===== src/rtl/seg7_scan_driver.sv =====
// Time-multiplexed N-digit seven-segment scanner with dwell/gap timing,
// frame-synchronous value updates, blanking, decimal points and leading-zero suppression.
module seg7_scan_driver #(
  parameter int N_DIGITS       = 4,
  parameter int DIGIT_CYCLES   = 100000,
  parameter int GAP_CYCLES     = 2,
  parameter int SEG_ACTIVE_LOW = 1,
  parameter int AN_ACTIVE_LOW  = 1
) (
  input  logic                    clk,
  input  logic                    rst,
  input  logic [4*N_DIGITS-1:0]   value,
  input  logic [N_DIGITS-1:0]     dp,
  input  logic [N_DIGITS-1:0]     blank,
  input  logic                    load,
  input  logic                    lz_en,
  output logic [6:0]              seg,
  output logic                    dp_o,
  output logic [N_DIGITS-1:0]     an,
  output logic                    frame_tick
);

  localparam int MAXC = (DIGIT_CYCLES > GAP_CYCLES) ? DIGIT_CYCLES : GAP_CYCLES;
  localparam int CW   = (MAXC > 1) ? $clog2(MAXC) : 1;
  localparam int IW   = (N_DIGITS > 1) ? $clog2(N_DIGITS) : 1;
  localparam int NS   = 1 << IW;

  localparam logic [CW-1:0] DLAST = CW'(DIGIT_CYCLES - 1);
  localparam logic [CW-1:0] GLAST = CW'((GAP_CYCLES > 0) ? GAP_CYCLES - 1 : 0);
  localparam logic [IW-1:0] ILAST = IW'(N_DIGITS - 1);
  localparam logic          SEG_POL = (SEG_ACTIVE_LOW != 0);
  localparam logic          AN_POL  = (AN_ACTIVE_LOW != 0);

  typedef enum logic {ST_GAP, ST_SHOW} state_t;

  state_t                  state_q, state_d;
  logic [IW-1:0]           idx_q, idx_d;
  logic [CW-1:0]           cnt_q, cnt_d;
  logic [4*N_DIGITS-1:0]   shadow_val_q, shadow_val_d;
  logic [N_DIGITS-1:0]     shadow_dp_q, shadow_dp_d;
  logic [N_DIGITS-1:0]     shadow_blank_q, shadow_blank_d;
  logic [4*N_DIGITS-1:0]   pend_val_q, pend_val_d;
  logic [N_DIGITS-1:0]     pend_dp_q, pend_dp_d;
  logic [N_DIGITS-1:0]     pend_blank_q, pend_blank_d;
  logic                    pend_valid_q, pend_valid_d;
  logic [N_DIGITS-1:0]     an_q, an_d;
  logic [6:0]              seg_q, seg_d;
  logic                    dp_o_q, dp_o_d;
  logic                    frame_tick_q, frame_tick_d;

  logic                    wrap;
  logic [3:0]              nib [NS];
  logic [NS-1:0]           dp_sel_v, blank_sel_v, on_v;
  logic [N_DIGITS-1:0]     an_hot;
  logic [N_DIGITS:0]       nz_above;
  logic [N_DIGITS-1:0]     lit_an;
  logic [6:0]              lit_seg;
  logic                    lit_dp;

  function automatic logic [6:0] glyph(input logic [3:0] h);
    logic [6:0] g;
    case (h)
      4'h0: g = 7'h7E;  4'h1: g = 7'h30;  4'h2: g = 7'h6D;  4'h3: g = 7'h79;
      4'h4: g = 7'h33;  4'h5: g = 7'h5B;  4'h6: g = 7'h5F;  4'h7: g = 7'h70;
      4'h8: g = 7'h7F;  4'h9: g = 7'h7B;  4'hA: g = 7'h77;  4'hB: g = 7'h1F;
      4'hC: g = 7'h4E;  4'hD: g = 7'h3D;  4'hE: g = 7'h4F;  default: g = 7'h47;
    endcase
    return g;
  endfunction

  // Per-digit lookup tables padded to a power of two so idx_q indexes them exactly.
  assign nz_above[N_DIGITS] = 1'b0;
  generate
    for (genvar gi = 0; gi < NS; gi++) begin : g_slot
      if (gi < N_DIGITS) begin : g_real
        assign nib[gi]         = shadow_val_q[4*gi +: 4];
        assign nz_above[gi]    = (|shadow_val_q[4*gi +: 4]) | nz_above[gi+1];
        assign on_v[gi]        = (gi == 0) || !lz_en || nz_above[gi];
        assign dp_sel_v[gi]    = shadow_dp_q[gi];
        assign blank_sel_v[gi] = shadow_blank_q[gi];
        assign an_hot[gi]      = (idx_q == IW'(gi));
      end else begin : g_pad
        assign nib[gi]         = 4'h0;
        assign on_v[gi]        = 1'b0;
        assign dp_sel_v[gi]    = 1'b0;
        assign blank_sel_v[gi] = 1'b1;
      end
    end
  endgenerate

  assign wrap = (state_q == ST_SHOW) && (idx_q == ILAST) && (cnt_q == DLAST);

  always_comb begin
    state_d = state_q;
    idx_d   = idx_q;
    cnt_d   = cnt_q;
    case (state_q)
      ST_GAP: begin
        if (GAP_CYCLES == 0 || cnt_q == GLAST) begin
          state_d = ST_SHOW;
          cnt_d   = '0;
        end else begin
          cnt_d = cnt_q + 1'b1;
        end
      end
      default: begin
        if (cnt_q == DLAST) begin
          idx_d   = (idx_q == ILAST) ? '0 : idx_q + 1'b1;
          cnt_d   = '0;
          state_d = (GAP_CYCLES == 0) ? ST_SHOW : ST_GAP;
        end else begin
          cnt_d = cnt_q + 1'b1;
        end
      end
    endcase
  end

  // A load coinciding with the wrap bypasses pending and lands in the next frame directly.
  always_comb begin
    pend_val_d     = pend_val_q;
    pend_dp_d      = pend_dp_q;
    pend_blank_d   = pend_blank_q;
    pend_valid_d   = pend_valid_q;
    shadow_val_d   = shadow_val_q;
    shadow_dp_d    = shadow_dp_q;
    shadow_blank_d = shadow_blank_q;
    if (load) begin
      pend_val_d   = value;
      pend_dp_d    = dp;
      pend_blank_d = blank;
      pend_valid_d = 1'b1;
    end
    if (wrap) begin
      if (load) begin
        shadow_val_d   = value;
        shadow_dp_d    = dp;
        shadow_blank_d = blank;
      end else begin
        pend_valid_d = 1'b0;
        if (pend_valid_q) begin
          shadow_val_d   = pend_val_q;
          shadow_dp_d    = pend_dp_q;
          shadow_blank_d = pend_blank_q;
        end
      end
    end
  end

  always_comb begin
    lit_an  = '0;
    lit_seg = '0;
    lit_dp  = 1'b0;
    if (state_q == ST_SHOW) begin
      lit_an = an_hot;
      if (!blank_sel_v[idx_q] && on_v[idx_q]) begin
        lit_seg = glyph(nib[idx_q]);
      end
      lit_dp = dp_sel_v[idx_q] & ~blank_sel_v[idx_q];
    end
    an_d         = lit_an ^ {N_DIGITS{AN_POL}};
    seg_d        = lit_seg ^ {7{SEG_POL}};
    dp_o_d       = lit_dp ^ SEG_POL;
    frame_tick_d = wrap;
  end

  always_ff @(posedge clk) begin
    if (rst) begin
      state_q        <= ST_GAP;
      idx_q          <= '0;
      cnt_q          <= '0;
      shadow_val_q   <= '0;
      shadow_dp_q    <= '0;
      shadow_blank_q <= '0;
      pend_val_q     <= '0;
      pend_dp_q      <= '0;
      pend_blank_q   <= '0;
      pend_valid_q   <= 1'b0;
      an_q           <= {N_DIGITS{AN_POL}};
      seg_q          <= {7{SEG_POL}};
      dp_o_q         <= SEG_POL;
      frame_tick_q   <= 1'b0;
    end else begin
      state_q        <= state_d;
      idx_q          <= idx_d;
      cnt_q          <= cnt_d;
      shadow_val_q   <= shadow_val_d;
      shadow_dp_q    <= shadow_dp_d;
      shadow_blank_q <= shadow_blank_d;
      pend_val_q     <= pend_val_d;
      pend_dp_q      <= pend_dp_d;
      pend_blank_q   <= pend_blank_d;
      pend_valid_q   <= pend_valid_d;
      an_q           <= an_d;
      seg_q          <= seg_d;
      dp_o_q         <= dp_o_d;
      frame_tick_q   <= frame_tick_d;
    end
  end

  assign an         = an_q;
  assign seg        = seg_q;
  assign dp_o       = dp_o_q;
  assign frame_tick = frame_tick_q;

endmodule


===== config.mk =====
export PLATFORM = sky130hd
export DESIGN_NAME = seg7_scan_driver
export DESIGN_NICKNAME = d
export VERILOG_FILES = /design/src/rtl/seg7_scan_driver.sv
export SDC_FILE = /design/constraint.sdc
export NUM_CORES = 1
export LEC_CHECK = 0
export ABC_AREA = 1
export CAP_MARGIN = 40
export CELL_PAD_IN_SITES_DETAIL_PLACEMENT = 2
export CELL_PAD_IN_SITES_GLOBAL_PLACEMENT = 2
export CORE_ASPECT_RATIO = 1.5
export CORE_MARGIN = 5
export CORE_UTILIZATION = 25
export DETAILED_ROUTE_END_ITERATION = 16
export PLACE_DENSITY_LB_ADDON = 0.05
export SLEW_MARGIN = 30
export SYNTH_ARGS = -nofsm -noshare
export SYNTH_HDL_FRONTEND = slang
export SYNTH_SLANG_ARGS = --single-unit

===== constraint.sdc =====
create_clock -name clk -period 2 [get_ports clk]
set_clock_uncertainty 0.15 [all_clocks]
set_input_delay 0.2 -clock clk [delete_from_list [all_inputs] [get_ports clk]]
set_output_delay 0.2 -clock clk [all_outputs]
set_load 0.01 [all_outputs]

==> out/metrics.cfg <==
[pwr]
power.internal_w=0.00298
ir_worst_vdd_v=0.000334
power_density_nw_per_um2=778
sw_frac_of_total=0.242
p_comb_frac=0.095
seqPwrFrac=0.444
p_switching_w=0.000948
leakage_nw=2.31
finalPower_w=0.00392
p_clk_frac=0.461

[worst_setup_path]
max_stage_delay_ps=420
path_delay_family=simple AND/OR/NAND/NOR gates
r2r_cells=7
cp.arrival_ps=1920
rr_startpoint=cnt_q[0]
end_kind=register
crit_slowest_cell=dfxtp_1
cp_max_fo=48
ff2ff_setup_slack_ps=160
startpoint_type=register
cp_num_buf_inv=1
path_class=reg2reg
cp.required_ps=2080
path_cells=ha_4, nand4_4, nor2_4, nand4_2, buf_12, o21bai_1, nor2_1
r2r_end=blank_sel_v[3]

[floorplan]
initial_core_util=0.256
dieArea_um2=18800
core-area_um2=15800
ios=41
rows=56
die_h_um=165
die-width_um=114

[synth]
netlist_area_um2=4030
synth_cells=577
post-synth-top-count-cell=inv_1
async_flop_share=0
yosysWarnings=0
seq_area_frac_synth=0.407
ys.flop_type=dfxtp_1
synth_top_cell_by_area=dfxtp_1
synth_top_area_share=0.407
avgSynthCellArea_um2=6.98
netlist_top_cells_count=inv_1, nand2_1, nor2_1, dfxtp_1, o21ai_0
ys_ff_latch=82
synth.area.top_cells=dfxtp_1, inv_1, nand2_1, nor2_1, o21bai_2
synth.distinct_cells=31
synth_nets=617
synth_edf_count=0

[layout]
n_antenna_cell=0
syn_to_final_growth_pct=25.2
multiInputGateArea_um2=1840
drive_above_1_share=0.101
final_nets=661
fin_util=0.320
final_area_um2=5050
ff_latch_area_um2=1640
fill_cells=1895

[sta]
hold_violations=0
fin_crit_ps=1840
setup_viol=0
timing.final.crit_share=0.918
fin_setup_tns_ps=0
tightest_slew_ps=386
final_max_slew_viol_count=0
rsz0062_at_grt=no
whs_ps=31.1
slew_headroom=0.741
max_freq_mhz=545

[routing]
drt_first_pass_iters=3
drt-vias-per-instance=4.32
totalWireLength_um=11100
drt_iter0_markers=69
wl_per_cell_um=13.5
vias=3578
route.detailed.drc=0
ant_nets=0

[clock_network]
cts-root-buf=clkbuf_16
clockBufferDepth=2
numCtsBuffers=9
holdBufCountCts=0
post_cts_buffers=0
clock_sinks=82
cts_tree=yes
clkTransAtPathRegs_ps=70
clock_latency_ps=350
cts-htree-levels=3

[global_route]
grt_usage=0.127
grt_start_max_net_pins=53
grt_pass1_wl_um=18900
antenna_found_initial=0
grt.overflow.total=0
grt_pass1_vias=3946

[placement]
place_congestion=0.795
port_buffers=40
dpl_cell_area_um2=4700
dp_hpwl_um=8400

[min_path]
hold_path_class=in2reg
holdPathEnd=cnt_q[14]
hp-start=rst
holdPathStages=2

[flow_run]
cap_violations=0

[outcome]
status=complete, no violations

-- power groups by stage --
stage	sequential [W]	clock, W	combinational [W]
final	0.00174	0.00181	0.000372
after CTS	0.00174	0.00190	0.000381
after global placement	0.00177	0	0.000368
after detailed placement	0.00178	0	0.000378
after floorplan	0.00178	0	0.000195
after global routing	0.00175	0.00195	0.000427
-- flip-flops by register name, indices dropped and copies added (netlist names) --
signal and flops:
an 4, blank_sel_v 4, cnt_q 17, dp_o 1, dp_sel_v 4, frame_tick 1
idx_q 2, pend_blank_q 4, pend_dp_q 4, pend_val_q 16, pend_valid_q 1, seg 7
shadow_val_q 16, state_q 1
-- worst reg2reg max path: stages (launching register included) --
cell and delay, ps:
dfxtp_1 420, ha_4 200, nand4_4 170, nor2_4 180, nand4_2 120, buf_12 210, o21bai_1 220, nor2_1 50
-- stage by stage --
| stage | worst slack, ps | cells |
|---|---|---|
| 2_1_floorplan | 75.7 | 577 |
| 3_3_place_gp | 64.5 | 813 |
| 3_5_place_dp | -23.3 | 813 |
| 4_1_cts | 60.9 | 828 |
| 5_1_grt | 28.0 | 828 |
| 6_report | 164 | 828 |
-- layer usage --
metal | global-route usage | vias to the layer above | wire (µm)
met5 | 0 | - | 0
met2 | 0.238 | 37 | 5850
li1 | - | 1822 | -
met3 | 0.0226 | 16 | 287
met4 | 0.0503 | 0 | 194
met1 | 0.141 | 1703 | 4810
-- timing repair --
item | in CTS | in global routing
endpoints found under the setup margin | 1 | 16
resized for setup | 1 | 7
gates cloned | 0 | 0
-- worst max-delay path by stage --
stage / from / endpoint / slack [ps] / depth (start not counted)
after floorplan: idx_q[0] / seg[1] / 80 / 9
after global placement: idx_q[0] / seg[3] / 60 / 9
after detailed placement: idx_q[0] / seg[3] / -20 / 9
after CTS: idx_q[0] / seg[3] / 60 / 9
after global routing: cnt_q[0] / shadow_val_q[7] / 30 / 7
final: cnt_q[0] / blank_sel_v[3] / 160 / 7
-- cell type report --
class | instances | share of cell area
tap | 203 | 0.0503
sequential | 82 | 0.326
clock inverter | 6 | 0.0179
multi-input combinational | 351 | 0.365
inverter | 124 | 0.0922
timing repair buffer | 53 | 0.104
clock buffer | 9 | 0.0446
-- placed cells by master, fill, tap and decap left out, types with 4 or more instances in the layout --
cell,n
clkbuf_16,9
nor2_1,91
ha_1,11
inv_1,120
o21ai_0,38
dfxtp_1,81
buf_4,10
o21bai_1,4
nand3_1,28
nor3_1,9
clkdlybuf4s50_1,38
xor2_1,9
nand2_1,113
a21oi_1,8
o21bai_2,20
-- logic make-up after synthesis --
logic type | count (synthesis) | synth area share
adders and majority gates | 12 | 0.0373
xor gates and xnor gates | 10 | 0.0217
AOI/OAI and AO/OA | 76 | 0.131
DFF | 82 | 0.407
and+or+nand+nor | 253 | 0.261
buffers and inverters | 144 | 0.142
No activity file was read; power rests on OpenSTA's default activity.
